[config.mk]
export PLATFORM = sky130hd
export DESIGN_NAME = ram_pack_fsm
export DESIGN_NICKNAME = d
export VERILOG_FILES = /design/src/rtl/ram_pack_pkg.sv /design/src/rtl/ram_dp_async_read.sv /design/src/rtl/ram_pack_fsm.sv
export SDC_FILE = /design/constraint.sdc
export NUM_CORES = 1
export LEC_CHECK = 0
export BUFFER_PORTS_ARGS = -buffer_cell sky130_fd_sc_hd__buf_2
export CAP_MARGIN = 5
export CORE_AREA = 2 2 164 230
export DETAILED_ROUTE_END_ITERATION = 10
export DIE_AREA = 0 0 166 232
export PLACE_DENSITY = 0.76
export SYNTH_ARGS = -nofsm -noshare
export SYNTH_HDL_FRONTEND = slang
export SYNTH_SLANG_ARGS = --single-unit
[constraint.sdc]
create_clock -name clk -period 9.3 [get_ports clk]
set_input_delay 0.465 -clock clk [delete_from_list [all_inputs] [get_ports clk]]
set_output_delay 0.465 -clock clk [all_outputs]
set_load 0.05 [all_outputs]
[src/rtl/ram_pack_pkg.sv]
// rtl/ram_pack_pkg.sv - shared types and width helpers for the RAM byte-packing engine
//
// Purpose: one-hot FSM state encoding, default geometry constants and the
//          address-width helper used by ram_pack_fsm and its RAMs.
// Ports:   none (package).

package ram_pack_pkg;

  // One-hot state encoding
  typedef enum logic [3:0] {
    ST_IDLE   = 4'b0001,
    ST_READ   = 4'b0010,
    ST_WRITE  = 4'b0100,
    ST_FINISH = 4'b1000
  } state_e;

  localparam int DEF_IN_WIDTH  = 8;
  localparam int DEF_PACK      = 2;
  localparam int DEF_IN_DEPTH  = 32;
  localparam int DEF_OUT_DEPTH = DEF_IN_DEPTH / DEF_PACK;

  // Address width for a given depth; never returns 0 so degenerate
  // single-entry memories still get a legal 1-bit address.
  function automatic int addr_bits(input int depth);
    return (depth > 1) ? $clog2(depth) : 1;
  endfunction

endpackage

[src/rtl/ram_dp_async_read.sv]
// rtl/ram_dp_async_read.sv - dual-port RAM, synchronous write, asynchronous read
//
// Purpose: simple-dual-port storage; write on clk rising edge, combinational
//          read. A write becomes visible on the read port after the edge.
// Ports:
//   clk      in   clock
//   we       in   write enable
//   addr_wr  in   write address
//   data_wr  in   write data
//   addr_rd  in   read address
//   data_rd  out  read data (combinational from addr_rd)

module ram_dp_async_read
  import ram_pack_pkg::*;
#(
  parameter  int WIDTH = 8,
  parameter  int DEPTH = 32,
  localparam int AW    = addr_bits(DEPTH)
) (
  input  logic             clk,
  input  logic             we,
  input  logic [AW-1:0]    addr_wr,
  input  logic [WIDTH-1:0] data_wr,
  input  logic [AW-1:0]    addr_rd,
  output logic [WIDTH-1:0] data_rd
);

  logic [WIDTH-1:0] mem [DEPTH];

  always_ff @(posedge clk) begin
    if (we) begin
      mem[addr_wr] <= data_wr;
    end
  end

  assign data_rd = mem[addr_rd];

endmodule

[src/rtl/ram_pack_fsm.sv]
// rtl/ram_pack_fsm.sv - packs PACK input RAM entries per output RAM word
//
// Purpose: host fills the input RAM; on an accepted start the FSM reads PACK
//          consecutive entries per word, assembles them LSB- or MSB-first and
//          writes len words into the output RAM. Optional running XOR
//          checksum of captured entries when RAM_PACK_CKSUM_EN is defined.
// Ports:
//   clk, rst_n       clock, asynchronous active-low reset
//   ram_in_we        host write enable, input RAM
//   ram_in_addr_wr   host write address, input RAM
//   ram_in_data_wr   host write data, input RAM
//   ram_out_addr_rd  host read address, output RAM
//   ram_out_data_rd  output RAM read data (combinational)
//   start            single-cycle run request
//   len              words to produce (1..OUT_DEPTH), sampled on accepted start
//   msb_first        byte order, sampled on accepted start
//   busy             run in progress
//   done             one-cycle pulse at run end
//   error            one-cycle pulse after a rejected start
//   checksum         XOR of captured entries (RAM_PACK_CKSUM_EN only)

module ram_pack_fsm
  import ram_pack_pkg::*;
#(
  parameter  int IN_WIDTH  = DEF_IN_WIDTH,
  parameter  int PACK      = DEF_PACK,
  parameter  int IN_DEPTH  = DEF_IN_DEPTH,
  localparam int OUT_DEPTH = IN_DEPTH / PACK,
  localparam int AI        = addr_bits(IN_DEPTH),
  localparam int AO        = addr_bits(OUT_DEPTH),
  localparam int OW        = PACK * IN_WIDTH
) (
  input  logic                clk,
  input  logic                rst_n,
  input  logic                ram_in_we,
  input  logic [AI-1:0]       ram_in_addr_wr,
  input  logic [IN_WIDTH-1:0] ram_in_data_wr,
  input  logic [AO-1:0]       ram_out_addr_rd,
  output logic [OW-1:0]       ram_out_data_rd,
  input  logic                start,
  input  logic [AO:0]         len,
  input  logic                msb_first,
  output logic                busy,
  output logic                done,
  output logic                error
`ifdef RAM_PACK_CKSUM_EN
  ,
  output logic [IN_WIDTH-1:0] checksum
`endif
);

  localparam int            BW          = addr_bits(PACK);
  localparam logic [BW-1:0] PACK_LAST   = BW'(PACK - 1);
  localparam logic [AO:0]   OUT_DEPTH_L = (AO + 1)'(OUT_DEPTH);
  localparam logic [AO:0]   LEN_ONE     = (AO + 1)'(1);

  state_e        state_q, state_d;
  logic [AI-1:0] rd_ptr_q, rd_ptr_d;
  logic [AO-1:0] wr_ptr_q, wr_ptr_d;
  logic [BW-1:0] byte_cnt_q, byte_cnt_d;
  logic [AO:0]   len_q, len_d;
  logic          msb_q, msb_d;
  logic [OW-1:0] asm_q, asm_d;
  logic          done_q, done_d;
  logic          error_q, error_d;
`ifdef RAM_PACK_CKSUM_EN
  logic [IN_WIDTH-1:0] cksum_q, cksum_d;
`endif

  logic [IN_WIDTH-1:0] in_rd_data;
  logic                len_ok;
  logic                last_word;
  int                  sel;

  ram_dp_async_read #(
    .WIDTH (IN_WIDTH),
    .DEPTH (IN_DEPTH)
  ) u_ram_in (
    .clk     (clk),
    .we      (ram_in_we),
    .addr_wr (ram_in_addr_wr),
    .data_wr (ram_in_data_wr),
    .addr_rd (rd_ptr_q),
    .data_rd (in_rd_data)
  );

  ram_dp_async_read #(
    .WIDTH (OW),
    .DEPTH (OUT_DEPTH)
  ) u_ram_out (
    .clk     (clk),
    .we      (state_q == ST_WRITE),
    .addr_wr (wr_ptr_q),
    .data_wr (asm_q),
    .addr_rd (ram_out_addr_rd),
    .data_rd (ram_out_data_rd)
  );

  always_comb begin
    state_d    = state_q;
    rd_ptr_d   = rd_ptr_q;
    wr_ptr_d   = wr_ptr_q;
    byte_cnt_d = byte_cnt_q;
    len_d      = len_q;
    msb_d      = msb_q;
    asm_d      = asm_q;
    done_d     = 1'b0;
    error_d    = 1'b0;
`ifdef RAM_PACK_CKSUM_EN
    cksum_d    = cksum_q;
`endif

    len_ok    = (len != '0) && (len <= OUT_DEPTH_L);
    last_word = ({1'b0, wr_ptr_q} == (len_q - LEN_ONE));
    // Slot of the current entry inside the assembled word
    sel       = msb_q ? (PACK - 1 - int'(byte_cnt_q)) : int'(byte_cnt_q);

    unique case (state_q)
      ST_IDLE: begin
        if (start) begin
          if (len_ok) begin
            len_d      = len;
            msb_d      = msb_first;
            rd_ptr_d   = '0;
            wr_ptr_d   = '0;
            byte_cnt_d = '0;
`ifdef RAM_PACK_CKSUM_EN
            cksum_d    = '0;
`endif
            state_d    = ST_READ;
          end else begin
            error_d = 1'b1;
          end
        end
      end
      ST_READ: begin
        for (int k = 0; k < PACK; k++) begin
          if (k == sel) begin
            asm_d[k*IN_WIDTH +: IN_WIDTH] = in_rd_data;
          end
        end
`ifdef RAM_PACK_CKSUM_EN
        cksum_d    = cksum_q ^ in_rd_data;
`endif
        rd_ptr_d   = rd_ptr_q + AI'(1);
        byte_cnt_d = byte_cnt_q + BW'(1);
        if (byte_cnt_q == PACK_LAST) begin
          state_d = ST_WRITE;
        end
      end
      ST_WRITE: begin
        // The output RAM write itself is driven from state_q this cycle
        if (last_word) begin
          done_d  = 1'b1;
          state_d = ST_FINISH;
        end else begin
          wr_ptr_d   = wr_ptr_q + AO'(1);
          byte_cnt_d = '0;
          state_d    = ST_READ;
        end
      end
      ST_FINISH: begin
        state_d = ST_IDLE;
      end
      default: begin
        state_d = ST_IDLE;
      end
    endcase
  end

  always_ff @(posedge clk or negedge rst_n) begin
    if (!rst_n) begin
      state_q    <= ST_IDLE;
      rd_ptr_q   <= '0;
      wr_ptr_q   <= '0;
      byte_cnt_q <= '0;
      len_q      <= '0;
      msb_q      <= 1'b0;
      asm_q      <= '0;
      done_q     <= 1'b0;
      error_q    <= 1'b0;
`ifdef RAM_PACK_CKSUM_EN
      cksum_q    <= '0;
`endif
    end else begin
      state_q    <= state_d;
      rd_ptr_q   <= rd_ptr_d;
      wr_ptr_q   <= wr_ptr_d;
      byte_cnt_q <= byte_cnt_d;
      len_q      <= len_d;
      msb_q      <= msb_d;
      asm_q      <= asm_d;
      done_q     <= done_d;
      error_q    <= error_d;
`ifdef RAM_PACK_CKSUM_EN
      cksum_q    <= cksum_d;
`endif
    end
  end

  assign busy  = (state_q != ST_IDLE);
  assign done  = done_q;
  assign error = error_q;
`ifdef RAM_PACK_CKSUM_EN
  assign checksum = cksum_q;
`endif

endmodule

Yosys cells after proc, flatten, opt, wreduce, memory -nomap -nowiden
Memories as Yosys holds them, arrays and structs flattened.
Cells that the tools add are included.

storage, ports and cells
  flip-flop bits (word level) = 38
  bits in writable memories = 512
  input port bits = 27
  output and inout port bits = 19
  logic and storage cells = 67
  memories = 2

memories
  name           words  bits a word  read ports  clocked after memory_dff  write ports  line                     RTL
  u_ram_in.mem   32     8            1           0                         1            ram_dp_async_read.sv:28  logic [WIDTH-1:0] mem [DEPTH];
  u_ram_out.mem  16     16           1           0                         1            ram_dp_async_read.sv:28

cells by class
  add/sub/neg operators = 5
  magnitude comparators = 1
  eq/ne operators = 10
  mux-type cells = 26
  reductions and logical operators = 13

operators by type and width
  cell                 number
  $eq 2x32->1 const A  1
  $logic_not 32->1     1
  $mux 32              1
  $mux 4               7
  $mux 1               12
  $pmux 4 s3           1
  $mux 5               2
  $pmux 5 s2           1
  $reduce_and 3->1     3
  $ne 2x2->1 const B   4
  $pmux 4 s2           1
  $reduce_and 4->1     2
  $add 5x1->5 const B  1
  $eq 4x5->1           1
  $le 5x5->1 const B   1
  $reduce_bool 5->1    1
  $sub 5x1->5 const B  1
  $add 4x1->4 const B  1
  $eq 4x1->1 const B   1
  $eq 4x2->1 const B   1
  $eq 4x3->1 const B   1
  $ne 4x1->1 const B   1
  $reduce_and 2->1     2
  $reduce_bool 2->1    2
  5 further kinds      5

Depth between registers and ports, before layout
Gate-level depths: netlist of the first run.

  word-level depth = 5
  gate-level depth with buffers = 8

Cells and area by module
From an unflattened synthesis of the first run, not the netlist that was laid out.

second synthesis, totals
  cells, all modules = 977
  area, all modules = 21351.7 µm²

by module, submodules not included
  module                         times used  cells each  area an instance (µm²)  sequential area each (µm²)
  ram_dp_async_read (u_ram_in)   1           409         9893.2                  7687.4
  ram_dp_async_read (u_ram_out)  1           416         9723.1                  7687.4
  ram_pack_fsm                   1           152         1735.4                  952.2

Least setup slack after synthesis of the first run
OpenSTA, ideal clock, no wires.

  path kind = reg2reg
  start = register state_q[3]
  end = memory u_ram_out.mem[3][0] (netlist name) (enable)
  setup time = 430 ps
  data arrival time = 2837 ps
  data required time = 8870 ps
  setup slack = 6033 ps
  stages on the path, launching flop included = 4
  cells stage by stage = dfrtp_1 or4b_2 clkbuf_1 nor4_1

between the ends
  word-level cells in the longest chain between the ends = 3

RTL lines
  item                          line                     RTL
  from (decl)                   ram_pack_fsm.sv:57       state_e state_q, state_d;
  from (signal assigned)        ram_pack_fsm.sv:186      state_q <= state_d;
  $eq 4x3->1                    ram_pack_fsm.sv:92       .we (state_q == ST_WRITE),
  $mux 1                        ram_dp_async_read.sv:31  if (we) begin
  $mux 1 (implied by the code)  ram_dp_async_read.sv:32  mem[addr_wr] <= data_wr;
  to (decl)                     ram_dp_async_read.sv:28

No other way between the ends.

Final worst setup path of the first run
  start = input ram_out_addr_rd[0]
  end = output ram_out_data_rd[15]

between the ends
  word-level cells in the longest chain between the ends = 1

RTL lines
  item           line                RTL
  from (decl)    ram_pack_fsm.sv:38  input logic [AO-1:0] ram_out_addr_rd,
  $mem_v2 16x16  -
  to (decl)      ram_pack_fsm.sv:39  output logic [OW-1:0] ram_out_data_rd,

No other way between the ends.

==> reports/qor.csv, run 1 <==
stage;metric;value;unit
run_status;status;finished with violations;
run_status;failing checks;negative hold slack;
timing;worst-case clock skew;0.0183;ns
routing;met3 WL post-DR;1.92;mm
clocking;Worst-path clk slew;0.06;ns
timing;clock period minus final worst setup slack;3.41;ns
timing;endpoints failing setup;0;
yosys;Synth area leader;sky130_fd_sc_hd__edfxtp_1;
cells_and_area;share of the core filled with cells;0.659;
yosys;share of flip-flops with an asynchronous set or reset after synthesis;0.0691;
global_routing;remaining global-route overflow;0;
timing;maximum clock rate;293;MHz
timing;headroom to the max-slew limit;0.233;
timing;final clock period utilization by the worst path;0.367;
clocking;clock insertion delay at the later pin of the skew report;0.58;ns
worst_hold_path;class of the tightest hold or removal check;primary input to asynchronous set/reset pin;
die;die width;166;µm
timing;final max-slew violation count;0;
clocking;number of CTS-inserted buffers;49;
routing;met2 WL post-DR;23.4;mm
worst_setup_path;Startpoint Class;primary input;
yosys;post-synth net total;1088;
worst_setup_path;worst flop-to-flop path startpoint;rd_ptr_q[0]$_DFFE_PN0P_;
routing;first-pass detailed-route iteration total;5;
timing;worst hold margin;-0.0101;ns
timing;Post-Route Setup TNS;0;ns
cells_and_area;share of layout cells above drive strength 1;0.263;
worst_setup_path;peak per-stage delay on the critical path;0.66;ns
routing;# DRC;0;
routing;Vias/cell;6.21;
routing;count of nets left with antenna violations after detail routing;0;
die;die area;38500;µm²
yosys;most instantiated flip-flop cell in the synthesis netlist;sky130_fd_sc_hd__edfxtp_1;
worst_setup_path;Crit path max-delay family;buffers and inverters;
die;height of the die;232;µm
die;total core area;36500;µm²
worst_setup_path;list of cells traversed by the critical path;buf_4, buf_4, mux4_2, mux4_2, buf_2;
yosys;Seq cells post-synth;550;
place;quantity of I/O buffers inserted on ports;45;
die;IO Pins;46;
global_routing;number of antenna violations at the first check in global routing;0;
worst_setup_path;crit path buf inv count;3;
yosys;most used standard cells in the synthesized netlist;512 x sky130_fd_sc_hd__edfxtp_1, 127 x sky130_fd_sc_hd__mux4_2, 57 x sky130_fd_sc_hd__nor2_1;
timing;slew of the pin with the lowest slew margin;1.15;ns
clocking;CTS H-Tree Depth;2;
die;initial standard-cell utilization of the core;0.591;
pwr;Pwr Total;5.73;mW
yosys;number of flops mapped to enable cells by yosys;512;
worst_setup_path;maximum fanout along the worst path;36;
die;total number of placement rows;83;
worst_setup_path;Worst EP required;8.84;ns
yosys;synthesized area per cell;20.4;µm²
worst_setup_path;register-to-register setup slack;5.96;ns
pwr;maximum resistive drop on vdd;0.191;mV
clocking;post-cts resize count;0;
clocking;count of buffers added by post-CTS timing repair for setup;0;
pwr;power per unit of standard cell area;239;nW/µm²
global_routing;via count of the first global-routing pass;10900;
place;HPWL reported at the end of detailed placement;25.3;mm
yosys;Yosys warnings;0;
cells_and_area;Layout fillers;2290;
global_routing;pin count of the biggest net entering global routing;65;
timing;unrepaired setup endpoints after global routing;false;
worst_setup_path;kind of end point of the critical path;output port;
clocking;CTS tree;yes;
clocking;maximum clock insertion buffer count;3;
yosys;sequential element share of the synthesized area;0.758;
routing;1st-iter DRT viols;932;
worst_setup_path;slowest cell on the critical path;sky130_fd_sc_hd__buf_4;
worst_setup_path;Worst Path Arrival;2.95;ns
yosys;count of cell types in the netlist;44;
routing;Detailed Route WL;42.6;mm
cells_and_area;Total Nets Final;1147;
timing;final hold viol count;7;
routing;Wirelength per Cell;26.3;µm
worst_setup_path;reg-to-reg endpoint;asm_q[6]$_DFFE_PN0P_;
job;maxcap violations;0;
worst_setup_path;Crit Path Category;primary input to output port;
global_routing;Total Routing Usage GR;0.229;
clocking;number of buffers inserted by hold repair at cts;0;
yosys;area share of the leading cell type in the synthesized netlist;0.713;
yosys;synthesized instance count;1055;
routing;top sig layer;met4;
pwr;leakage power summed over all cells;7.68;nW
global_routing;wire length of the first global-routing pass;65.5;mm
place;final weighted congestion in routability-driven placement;0.803;
yosys;most frequent cell after synthesis;sky130_fd_sc_hd__edfxtp_1;
clocking;# clock sinks;550;
clocking;clock tree root buffer cell;sky130_fd_sc_hd__clkbuf_16;
cells_and_area;number of antenna cells inserted;0;
yosys;mapped cell area;21500;µm²
cells_and_area;layout overhead on the synthesized area;11.4;%
routing;total vias in the final route;10100;
yosys;main area contributors after synthesis;sky130_fd_sc_hd__edfxtp_1 71%, sky130_fd_sc_hd__mux4_2 13%, sky130_fd_sc_hd__dfrtp_1 4.3%, sky130_fd_sc_hd__mux2i_1 2.2%, sky130_fd_sc_hd__nor2_1 0.99%;
routing;Met1 Wirelength;15.4;mm
worst_setup_path;number of cells traversed by the worst register-to-register path;6;
## power by group
part / internal [mW] / switching [mW]
logic: 0.247 / 0.289
clock network: 1.23 / 0.875
registers: 2.90 / 0.182
## how the worst max path moves through the flow
| stage | endpoint | slack [ns] | from | cells after the start |
|---|---|---|---|---|
| floorplan | u_ram_out.mem[3][0]$_DFFE_PP_ | 6.03 | state_q[3]$_DFFE_PN0P_ | 3 |
| global route | asm_q[6]$_DFFE_PN0P_ | 5.67 | rd_ptr_q[0]$_DFFE_PN0P_ | 6 |
| detailed placement | ram_out_data_rd[6] | 5.81 | ram_out_addr_rd[0] | 5 |
| CTS | ram_out_data_rd[3] | 5.81 | ram_out_addr_rd[0] | 5 |
| global placement | ram_out_data_rd[15] | 5.84 | ram_out_addr_rd[0] | 5 |
| finish | ram_out_data_rd[15] | 5.89 | ram_out_addr_rd[0] | 5 |
## sequential cells by signal, summed over array words and instances (netlist names)
signal / flops
u_ram_in.mem: 256
u_ram_out.mem: 256
asm_q: 16
len_q: 5
rd_ptr_q: 5
state_q: 4
wr_ptr_q: 4
byte_cnt_q: 1
done: 1
error: 1
msb_q: 1
## kinds of logic after synthesis
kind of cell	Yosys count	share of synthesized area
buffers and inverters	74	0.0149
adders and majority gates	6	0.00348
muxes	181	0.158
DFF	550	0.758
AOI/OAI and AO/OA	73	0.0232
xor gates and xnor gates	6	0.00331
and+or+nand+nor	165	0.0393
## area by class of cell
type | instances | area (µm²) | area share
inverters | 19 | 71.3 | 0.00297
well taps | 467 | 584 | 0.0243
clock buffers | 61 | 1350 | 0.0564
flip-flops and latches | 550 | 16300 | 0.680
multi-input cells | 431 | 4960 | 0.206
repair buffers | 63 | 363 | 0.0151
clock inverters | 31 | 348 | 0.0145
## metrics by stage
step / setup WS, ns / instance area (µm²) / hold WS [ns] / cells
final: 5.89 / 24000 / -0.0101 / 1622
after floorplan: 6.03 / 21500 / 0.169 / 1055
after detailed placement: 5.81 / 22300 / 0.504 / 1530
after global routing: 5.67 / 24000 / 0.0588 / 1622
after CTS: 5.81 / 24000 / 0.00318 / 1622
after global placement: 5.84 / 22300 / 0.492 / 1530
## placed cells by master (no fill, tap or decap), types with 5 or more instances in the layout
master / Yosys / final
sky130_fd_sc_hd__o32ai_1: 7 / 7
sky130_fd_sc_hd__buf_2: 19 / 44
sky130_fd_sc_hd__nor3_2: 1 / 5
sky130_fd_sc_hd__edfxtp_1: 512 / 512
sky130_fd_sc_hd__dfrtp_1: 37 / 35
sky130_fd_sc_hd__and3_1: 6 / 6
sky130_fd_sc_hd__a21oi_1: 14 / 14
sky130_fd_sc_hd__buf_4: 3 / 19
sky130_fd_sc_hd__o21ai_0: 26 / 26
sky130_fd_sc_hd__mux4_2: 127 / 127
sky130_fd_sc_hd__bufinv_16: 0 / 7
sky130_fd_sc_hd__ha_1: 6 / 6
sky130_fd_sc_hd__nand3_1: 7 / 7
sky130_fd_sc_hd__mux2_2: 7 / 7
sky130_fd_sc_hd__o221ai_1: 15 / 15
sky130_fd_sc_hd__clkbuf_1: 26 / 6
sky130_fd_sc_hd__nand2_1: 39 / 39
sky130_fd_sc_hd__clkinv_2: 0 / 13
sky130_fd_sc_hd__xnor2_1: 5 / 5
sky130_fd_sc_hd__nor2_1: 57 / 53
sky130_fd_sc_hd__inv_1: 19 / 19
sky130_fd_sc_hd__nor2b_1: 10 / 10
sky130_fd_sc_hd__nand3b_1: 9 / 9
sky130_fd_sc_hd__clkbuf_16: 0 / 51
sky130_fd_sc_hd__mux2i_1: 47 / 47
sky130_fd_sc_hd__nor3_1: 10 / 6
## routing by layer
| layer | track usage | vias to the layer above |
|---|---|---|
| met1 | 0.265 | 5224 |
| met5 | 0 | - |
| met2 | 0.422 | 309 |
| met4 | 0.103 | 0 |
| met3 | 0.0326 | 112 |
| li1 | - | 4432 |
Note: power is estimated with default switching activity, not from simulation.
==> run 2: changes to the inputs <==
ABC_AREA = 1   (was not set)
CORE_AREA = 2 2 168 236   (was 2 2 164 230)
DIE_AREA = 0 0 170 238   (was 0 0 166 232)
clock period = 3.5 ns   (was 9.3 ns; I/O delays follow)
==> reports/qor.csv, run 2 <==
stage;metric;value;unit;change
clocking;CTS tree;yes;;
pwr;maximum resistive drop on vdd;0.559;mV;+190%
yosys;number of flops mapped to enable cells by yosys;512;;unchanged
yosys;mapped cell area;22700;µm²;+5.5%
yosys;most frequent cell after synthesis;sky130_fd_sc_hd__edfxtp_1;;
worst_setup_path;reg-to-reg endpoint;asm_q[15]$_DFFE_PN0P_;;
global_routing;met2 track demand over resource;0.497;;+0.0751
cells_and_area;most frequent cells in the layout;512 x sky130_fd_sc_hd__edfxtp_1, 434 x sky130_fd_sc_hd__nand2_1, 290 x sky130_fd_sc_hd__nor2_1;;
routing;1st-iter DRT viols;1776;;+91%
timing;final clock period utilization by the worst path;0.721;;
global_routing;Most Crowded Layer GR;met2;;
worst_setup_path;Worst EP required;4.00;ns;-4.84 ns
routing;count of nets left with antenna violations after detail routing;0;;unchanged
pwr;relative contribution of combinational cells to total power;0.112;;+0.018
clocking;count of buffers added by post-CTS timing repair for setup;0;;unchanged
pwr;power per unit of standard cell area;617;nW/µm²;+160%
place;HPWL reported at the end of detailed placement;33.9;mm;+34%
global_routing;remaining global-route overflow;0;;unchanged
die;initial standard-cell utilization of the core;0.594;;+0.00277
worst_setup_path;startpoint of the worst setup timing path;rd_ptr_q[1]$_DFFE_PN0P_;;
worst_setup_path;kind of end point of the critical path;register;;
cells_and_area;number of antenna cells inserted;0;;unchanged
global_routing;number of antenna violations at the first check in global routing;0;;unchanged
global_routing;via count of the first global-routing pass;14600;;+33%
worst_setup_path;crit path buf inv count;2;;-1
worst_setup_path;Crit Path Category;register to register;;
yosys;Yosys warnings;0;;unchanged
worst_setup_path;Crit path max-delay family;buffers and inverters;;
yosys;post-synth net total;2035;;+87%
global_routing;pin count of the biggest net entering global routing;82;;+26%
worst_setup_path;maximum fanout along the worst path;33;;-8.3%
clocking;CTS H-Tree Depth;2;;unchanged
worst_hold_path;class of the tightest hold or removal check;primary input to register;;
clocking;number of CTS-inserted buffers;49;;unchanged
timing;endpoints failing setup;0;;unchanged
die;IO Pins;46;;unchanged
routing;Wirelength per Cell;21.7;µm;-17%
yosys;share of flip-flops with an asynchronous set or reset after synthesis;0.0691;;unchanged
cells_and_area;Top Registers;u_ram_in.mem: 256 flops, u_ram_out.mem: 256 flops, asm_q: 16 flops;;
timing;headroom to the max-slew limit;0.247;;+0.0138
yosys;most instantiated flip-flop cell in the synthesis netlist;sky130_fd_sc_hd__edfxtp_1;;
pwr;net switching fraction of the power;0.264;;+0.0290
pwr;clock power share;0.346;;-0.022
clocking;Worst-path clk slew;0.07;ns;about the same
yosys;area share of the leading cell type in the synthesized netlist;0.676;;-0.0374
die;total number of placement rows;85;;+2.4%
die;total core area;38300;µm²;+5.0%
worst_setup_path;number of cells on the critical path;9;;+4
timing;unrepaired setup endpoints after global routing;false;;
place;Placed Cells;2455;;+60%
clocking;clock insertion delay at the later pin of the skew report;0.57;ns;about the same
cells_and_area;most common library cell in the layout ignoring fill and taps;sky130_fd_sc_hd__edfxtp_1;;
yosys;count of cell types in the netlist;28;;-36%
worst_setup_path;worst flop-to-flop path startpoint;rd_ptr_q[1]$_DFFE_PN0P_;;
global_routing;GRT met3 Usage;0.0340;;+0.00145
place;final weighted congestion in routability-driven placement;1.02;;+27%
timing;Post-Route Setup TNS;0;ns;unchanged
yosys;synthesized instance count;2002;;+90%
routing;total vias in the final route;15100;;+50%
place;quantity of I/O buffers inserted on ports;45;;unchanged
pwr;switching pwr;4.08;mW;+200%
timing;maximum clock rate;396;MHz;
timing;slew of the pin with the lowest slew margin;1.12;ns;-0.0276 ns
cells_and_area;share of layout cells above drive strength 1;0.0786;;-0.185
die;height of the die;238;µm;+2.6%
routing;first-pass detailed-route iteration total;6;;+1
global_routing;wire length of the first global-routing pass;82.8;mm;+27%
worst_setup_path;Worst Path Arrival;3.02;ns;+0.07 ns
worst_setup_path;list of cells traversed by the critical path;clkinv_1, buf_4, nand3_1, nand3_1, nand2_1, nor2_1, nand2_1, nand3_1, nand2_1;;
pwr;leakage power summed over all cells;9.35;nW;+22%
yosys;sequential element share of the synthesized area;0.718;;-0.0397
routing;# DRC;0;;unchanged
yosys;main area contributors after synthesis;sky130_fd_sc_hd__edfxtp_1 68%, sky130_fd_sc_hd__nand2_1 7.2%, sky130_fd_sc_hd__nor2_1 4.9%, sky130_fd_sc_hd__nand3_1 4.6%, sky130_fd_sc_hd__dfrtp_1 4.1%;;
cells_and_area;layout overhead on the synthesized area;10.1;%;
worst_setup_path;peak per-stage delay on the critical path;0.86;ns;+0.20 ns
pwr;cell internal pwr;11.4;mW;+160%
clocking;clock tree root buffer cell;sky130_fd_sc_hd__clkbuf_16;;
worst_setup_path;timing endpoint of the critical path;asm_q[15]$_DFFE_PN0P_;;
routing;Detailed Route WL;55.5;mm;+30%
global_routing;GRT met1 Usage;0.315;;+0.0493
worst_setup_path;Startpoint Class;register;;
cells_and_area;Total Nets Final;2069;;+80%
yosys;synthesized area per cell;11.4;µm²;-44%
yosys;Seq cells post-synth;550;;unchanged
routing;Vias/cell;5.92;;-4.7%
pwr;relative contribution of sequential cells to total power;0.543;;+0.005
yosys;Synth area leader;sky130_fd_sc_hd__edfxtp_1;;
worst_setup_path;slowest cell on the critical path;sky130_fd_sc_hd__clkinv_1;;
timing;clock period minus final worst setup slack;2.52;ns;
timing;worst-case clock skew;0.0116;ns;-0.00671 ns
global_routing;Total Routing Usage GR;0.275;;+0.0464
clocking;# clock sinks;550;;unchanged
timing;final hold viol count;0;;-7
worst_setup_path;number of cells traversed by the worst register-to-register path;9;;+3
timing;final max-slew violation count;0;;unchanged
run_status;status;completed;;
die;die width;170;µm;+2.4%
clocking;maximum clock insertion buffer count;3;;unchanged
worst_setup_path;register-to-register setup slack;0.98;ns;-4.98 ns
job;maxcap violations;0;;unchanged
cells_and_area;post-layout instance count excluding filler cells;2553;;+57%
die;die area;40500;µm²;+5.1%
yosys;most used standard cells in the synthesized netlist;512 x sky130_fd_sc_hd__edfxtp_1, 434 x sky130_fd_sc_hd__nand2_1, 297 x sky130_fd_sc_hd__nor2_1;;
-- run 2: changes by cell type in the layout (fill, tap and decap cells not counted), moves of 10 or more --
cell / delta
sky130_fd_sc_hd__buf_4: +13
sky130_fd_sc_hd__clkinv_1: +10
sky130_fd_sc_hd__inv_1: +118
sky130_fd_sc_hd__mux2i_1: -47
sky130_fd_sc_hd__mux4_2: -127
sky130_fd_sc_hd__nand2_1: +395
sky130_fd_sc_hd__nand3_1: +204
sky130_fd_sc_hd__nor2_1: +237
sky130_fd_sc_hd__nor2b_1: -10
sky130_fd_sc_hd__o211ai_1: +62
sky130_fd_sc_hd__o21ai_0: +97
sky130_fd_sc_hd__o21ai_1: +32
sky130_fd_sc_hd__o221ai_1: -15
-- run 2: cell type report --
cell class	count	area (µm²)
clock inverter	22	229
timing repair buffer	86	596
fill	2768	13200
clock buffer	68	1360
inverter	146	551
tap	478	598
multi-input combinational	1203	5380
sequential	550	16300
-- run 2: worst min path at each step --
stage          depth (start not counted)         startpoint  slack (ns)                            end
2_1_floorplan                          0              rst_n       -0.12           asm_q[0]$_DFFE_PN0P_
3_3_place_gp                           1              rst_n        0.32        wr_ptr_q[2]$_DFFE_PN0P_
3_5_place_dp                           1              rst_n        0.34        wr_ptr_q[2]$_DFFE_PN0P_
4_1_cts                                1  ram_in_data_wr[5]        0.20  u_ram_in.mem[31][5]$_DFFE_PP_
5_1_grt                                1  ram_in_data_wr[5]        0.22  u_ram_in.mem[29][5]$_DFFE_PP_
6_report                               1  ram_in_data_wr[5]        0.20  u_ram_in.mem[31][5]$_DFFE_PP_
-- run 2: metrics by stage --
step | util | hold WS, ns | power (mW) | instance area (µm²) | setup slack, ns
2_1_floorplan | - | -0.121 | 9.48 | 22700 | 1.59
3_3_place_gp | 0.610 | 0.324 | 10.1 | 23400 | 1.13
3_5_place_dp | 0.610 | 0.343 | 10.2 | 23400 | 1.05
4_1_cts | 0.654 | 0.196 | 15.4 | 25000 | 1.03
5_1_grt | 0.654 | 0.216 | 15.9 | 25000 | 0.805
6_report | 0.654 | 0.199 | 15.4 | 25000 | 0.976
-- run 2: worst register-to-register path, delay by kind of cell (launching register included) --
| kind | cells | cell delay (ns) |
|---|---|---|
| buffers and inverters | 2 | 1.42 |
| DFF | 1 | 0.36 |
| and+or+nand+nor | 7 | 0.68 |
-- run 2: kinds of logic (layout without fill, tap and decap cells) --
kind of cell / count (synthesis) / count (layout) / synth area share
compound gates: 239 / 239 / 0.0598
xor+xnor: 8 / 8 / 0.00308
fa+ha+maj: 6 / 6 / 0.00330
buf+inv: 249 / 322 / 0.0463
flops: 550 / 550 / 0.718
simple gates: 950 / 950 / 0.170
-- run 2: routing by layer --
metal | wire length, µm | share of wire
met1 | 19200 | 0.35
met2 | 29400 | 0.53
met3 | 3590 | 0.065
met4 | 3330 | 0.060
met5 | 0 | 0
-- run 2: repair_timing --
item / in CTS / in global routing
hold buffers: 8 / 0
resized for setup: 0 / 0
hold endpoints to repair: 45 / 0
-- run 2: power groups by stage --
| stage | clock network (mW) | logic (mW) | registers (mW) |
|---|---|---|---|
| global placement | 0 | 1.65 | 8.48 |
| detailed placement | 0 | 1.67 | 8.52 |
| finish | 5.34 | 1.72 | 8.38 |
| floorplan | 0 | 1.26 | 8.22 |
| global route | 5.61 | 1.88 | 8.44 |
| CTS | 5.36 | 1.70 | 8.38 |
